**config.mk**
```make
export PLATFORM = sky130hd
export DESIGN_NAME = frame_unpack
export DESIGN_NICKNAME = d
export VERILOG_FILES = /design/src/rtl/frame_unpack.sv
export SDC_FILE = /design/constraint.sdc
export NUM_CORES = 1
export LEC_CHECK = 0
export BUFFER_PORTS_ARGS = -buffer_cell sky130_fd_sc_hd__clkbuf_2
export CELL_PAD_IN_SITES_DETAIL_PLACEMENT = 1
export CELL_PAD_IN_SITES_GLOBAL_PLACEMENT = 1
export CORE_UTILIZATION = 50
export DETAILED_ROUTE_END_ITERATION = 10
export PLACE_DENSITY = 0.88
export SYNTH_ARGS = -nofsm -noshare
export SYNTH_HDL_FRONTEND = slang
export SYNTH_SLANG_ARGS = --single-unit
```
**constraint.sdc**
```tcl
create_clock -name clk -period 4.1 [get_ports clk]
set_input_delay 0.41 -clock clk [delete_from_list [all_inputs] [get_ports clk]]
set_output_delay 0.41 -clock clk [all_outputs]
set_load 0.05 [all_outputs]
```
**src/rtl/frame_unpack.sv**
```systemverilog
// Frame unpacker: edge-detects checker frames, splits the payload into
// bytes and streams them out through a byte FIFO.
module frame_unpack #(
  parameter int FIFO_AW = 4,
  parameter int CNT_W   = 16
) (
  input  logic             clk,
  input  logic             rst,
  input  logic             valid_flag,
  input  logic [39:0]      frame_data,
  output logic [7:0]       m_data,
  output logic             m_valid,
  input  logic             m_ready,
  output logic             busy,
  output logic             overflow,
  output logic [CNT_W-1:0] frame_cnt,
  output logic [CNT_W-1:0] drop_cnt
);

  localparam int PW = FIFO_AW + 1;
  localparam logic [PW-1:0] DEPTH = PW'(1) << FIFO_AW;

  typedef enum logic [2:0] {
    S_IDLE,
    S_CAPT,
    S_W0,
    S_W1,
    S_W2
  } state_t;

  state_t r_state, w_next;

  logic          r_vf_d;
  logic [23:0]   r_pay;
  logic          r_wr_en;
  logic [7:0]    r_wr_data;
  logic [PW-1:0] r_wp, r_rp;
  logic [7:0]    r_mem [2**FIFO_AW];
  logic          r_ovf;
  logic [CNT_W-1:0] r_fcnt, r_dcnt;

  logic          w_new;
  logic          w_empty, w_full;
  logic [PW-1:0] w_free;
  logic          w_rd, w_wr;
  logic          w_drop_capt, w_drop_busy;
  logic          w_wr_en;
  logic [7:0]    w_wr_data;
  logic          w_done;

  assign w_new   = valid_flag & ~r_vf_d;
  assign w_empty = (r_wp == r_rp);
  assign w_full  = (r_wp[FIFO_AW] != r_rp[FIFO_AW]) &&
                   (r_wp[FIFO_AW-1:0] == r_rp[FIFO_AW-1:0]);
  // Same-cycle reads are not credited: free space is a lower bound.
  assign w_free  = DEPTH - (r_wp - r_rp);
  assign w_rd    = m_valid & m_ready;
  assign w_wr    = r_wr_en & ~w_full;

  assign m_valid   = ~w_empty;
  assign m_data    = w_empty ? 8'h00 : r_mem[r_rp[FIFO_AW-1:0]];
  assign busy      = (r_state != S_IDLE);
  assign overflow  = r_ovf;
  assign frame_cnt = r_fcnt;
  assign drop_cnt  = r_dcnt;

  always_ff @(posedge clk or posedge rst) begin
    if (rst) r_state <= S_IDLE;
    else     r_state <= w_next;
  end

  always_comb begin
    w_next      = r_state;
    w_drop_capt = 1'b0;
    w_drop_busy = w_new & busy;
    w_wr_en     = 1'b0;
    w_wr_data   = 8'h00;
    w_done      = 1'b0;
    unique case (r_state)
      S_IDLE: if (w_new) w_next = S_CAPT;
      S_CAPT: begin
        if (w_free >= PW'(3)) begin
          w_next = S_W0;
        end else begin
          w_next      = S_IDLE;
          w_drop_capt = 1'b1;
        end
      end
      S_W0: begin
        w_wr_en   = 1'b1;
        w_wr_data = r_pay[23:16];
        w_next    = S_W1;
      end
      S_W1: begin
        w_wr_en   = 1'b1;
        w_wr_data = r_pay[15:8];
        w_next    = S_W2;
      end
      S_W2: begin
        w_wr_en   = 1'b1;
        w_wr_data = r_pay[7:0];
        w_done    = 1'b1;
        w_next    = S_IDLE;
      end
      default: w_next = S_IDLE;
    endcase
  end

  // Writes are staged one cycle so the FIFO sees each byte after its W state.
  always_ff @(posedge clk or posedge rst) begin
    if (rst) begin
      r_vf_d    <= 1'b0;
      r_pay     <= '0;
      r_wr_en   <= 1'b0;
      r_wr_data <= '0;
      r_wp      <= '0;
      r_rp      <= '0;
      r_ovf     <= 1'b0;
      r_fcnt    <= '0;
      r_dcnt    <= '0;
    end else begin
      r_vf_d    <= valid_flag;
      r_wr_en   <= w_wr_en;
      r_wr_data <= w_wr_data;
      r_ovf     <= w_drop_capt | w_drop_busy;
      if (r_state == S_CAPT) r_pay <= frame_data[31:8];
      if (w_wr) r_wp <= r_wp + PW'(1);
      if (w_rd) r_rp <= r_rp + PW'(1);
      if (w_done) r_fcnt <= r_fcnt + CNT_W'(1);
      r_dcnt <= r_dcnt + CNT_W'(w_drop_capt) + CNT_W'(w_drop_busy);
    end
  end

  always_ff @(posedge clk) begin
    if (w_wr) r_mem[r_wp[FIFO_AW-1:0]] <= r_wr_data;
  end

endmodule

```
==> results.toml <==
[synthesis]
yosysMostFrequentCell = "edfxtp_1"
ys_seq_elements = 208
syn_inst = 509
async_reset_ff_share_pct = 38.5
yosysSeqAreaShare_pct = 68.3
synth_top_area_share_pct = 44.9
synth_largest_area_cell = "edfxtp_1"
synth_common_cells = "128 x edfxtp_1, 80 x dfrtp_1, 32 x mux4_2"
synth_flop_cell = "edfxtp_1"
syn_nets = 570
avgSynthCellArea_um2 = 16.8
yosys_warnings = 0
synth_cell_types = 42
ys_top_cells_by_area = "edfxtp_1 45%, dfrtp_1 23%, mux4_2 8.4%, mux2_2 3.4%, xnor2_1 2.9%"
synth-edff-count = 128
syn_area_mm2 = 0.00855

[floorplan]
rows = 47
die_y_um = 133
start_util_pct = 51.4
core_mm2 = 0.0166
dieArea_mm2 = 0.0176
die_w_um = 133
pin_count = 87

[placed_design]
place_inst = 784
pre_cts_ws_ns = 0.757
gp_congestion = 0.837
hpwlAfterDp_um = 12400
io_buffers = 70

[drt]
firstDrtPassIters = 4
avgViaCountPerCell = 5.60
drc = 0
ant_nets = 0
finalWirelength_um = 18400
drt_iter0_markers = 282
routedWlPerCell_um = 22.4
via_count = 4613

[power_and_ir_drop]
powerDensity_mw_per_mm2 = 787
peakVddDrop_uv = 571
power.leakage_nw = 3.87

[sta]
timing.fmax_ghz = 0.296
fin_skew_ns = 0.00953
fin_ws_ns = 0.721
maxSlewHeadroom_pct = 27.5
drv_slew = 0
worstMarginPinSlew_ns = 1.09
period_share_pct = 82.4
rsz0062_at_grt = "no"
finalSetupViolations = 0
fin_setup_tns_ns = 0
period_minus_slack_ns = 3.38
hold_violations = 0

[clock_tree]
path_clk_slew_ns = 0.06
cts_hold_buf = 0
htreeDepth = 1
cts_resized = 0
root_buffer = "clkbuf_16"
cts_buffer_depth = 3
cts_tree = "yes"
clock_sinks = 208
cts_setup_buffers = 0
clock_latency_ns = 0.51
numCtsBuffers = 22

[critical_path]
cp_data_required_time_ns = 3.69
timing_worst_setup_path_type = "reg -> out"
worst_setup_path_start_kind = "register"
endpoint_kind = "primary output"
crit_fanout = 10
worstPathArrival_ns = 2.97
reg2reg_depth = 12

[global_routing]
grt_overflow = 0
grt_pass1_vias = 5130
grt_pass1_wl_um = 29500
grt_max_degree = 50
antenna_found_initial = 0
grt_usage_pct = 22.3

[job]
cap_violations = 0

[cells_and_area]
area_delta_synth_final_pct = 15.4
fin_nets = 649
diodes = 0
multi_input_area_mm2 = 0.00255
drive_above_1_share_pct = 30.0
finalNonFillerCells = 824
fillCellCount = 1538
regArea_mm2 = 0.00585

[min_path]
hp-class = "in -> reg"
holdPathStages = 1

[status]
run_status = "finished clean"
-- metal layers --
metal | wire length, µm | up-vias | GRT usage, %
li1 | - | 2078 | -
met1 | 7460 | 2379 | 29.0
met2 | 9630 | 126 | 38.0
met3 | 881 | 30 | 3.22
met4 | 471 | 0 | 8.49
met5 | 0 | - | 0
-- report_power, final --
| group | leakage [nW] | switching [mW] | total, mW | internal [mW] |
|---|---|---|---|---|
| combinational | 1.30 | 1.60 | 2.62 | 1.02 |
| clock | 0.373 | 0.797 | 2.06 | 1.26 |
| sequential | 2.20 | 0.376 | 3.09 | 2.72 |
-- worst paths after layout --
path                                         from                     end  slack (ns)
max                           r_wp[2]$_DFFE_PP0P_               m_data[5]        0.72
min                                    valid_flag        r_vf_d$_DFF_PP0_        0.02
min reg2reg                drop_cnt[15]$_DFF_PP0_  drop_cnt[15]$_DFF_PP0_        0.47
max reg2reg                   r_wp[2]$_DFFE_PP0P_  drop_cnt[14]$_DFF_PP0_        0.74
min in group asynchronous                     rst   r_pay[10]$_DFFE_PP0P_        0.03
max in group asynchronous                     rst   drop_cnt[4]$_DFF_PP0_        3.17
-- kinds of logic (layout without fill, tap and decap cells) --
kind of cell	Yosys count	after routing	synth area share, %
buf+inv	31	126	1.89
fa+ha+maj	17	17	2.66
simple gates	108	108	6.88
flops	208	208	68.3
compound gates	31	31	2.25
mux	74	74	13.7
xor+xnor	40	40	4.26
-- cells in the final DEF (no fill, tap or decap), drive strengths merged, types with 2 or more instances in the layout --
master	netlist	layout
clkinv	0	6
a21oi	2	2
o22ai	8	8
or2	2	2
dfrtp	80	80
nand3	14	14
mux2	26	26
clkinvlp	0	2
a22oi	8	8
nand4	10	10
nor2	18	18
mux2i	16	16
inv	8	8
o21ai	10	10
buf	17	8
nand2	30	30
edfxtp	128	128
clkbuf	6	99
nor3	8	8
nor3b	2	2
bufinv	0	3
and2	4	4
and3	7	7
mux4	32	32
fa	2	2
xnor2	28	28
ha	15	15
and4	5	5
xor2	11	11
nor2b	3	3
-- flip-flops by register name, indices dropped and copies added, names as in the netlist, 3 cells and up --
name and cells:
r_pay 24, frame_cnt 16, r_mem 128, r_state 3, r_wp 5, r_wr_data 8, r_rp 5, drop_cnt 16
-- critical path, stage by stage, from the launching register on --
cell      delay, ns
dfrtp_1        0.55
inv_1          0.15
ha_1           0.39
and4_1         0.20
nand2_1        0.20
nand2_1        0.30
o22ai_1        0.33
clkbuf_2       0.33
-- layout make-up --
cell class                 instances  share of cell area [%]
sequential                       208                    59.2
multi-input combinational        270                    25.8
clock buffer                      29                    6.30
timing repair buffer              78                    4.16
tap                              220                    2.79
clock inverter                    11                    1.38
inverter                           8                   0.317
-- through the flow --
step / power [mW] / hold slack [ns] / utilization, % / instance area [µm²]
finish: 7.77 / 0.0208 / 59.3 / 9870
global route: 8.15 / 0.0115 / 59.3 / 9870
CTS: 7.87 / 0.00218 / 59.3 / 9870
detailed placement: 5.78 / 0.463 / 54.7 / 9110
global placement: 5.58 / 0.461 / 54.7 / 9110
floorplan: 5.07 / 0.441 / - / 8550
Note: power is estimated with default switching activity, not from simulation.
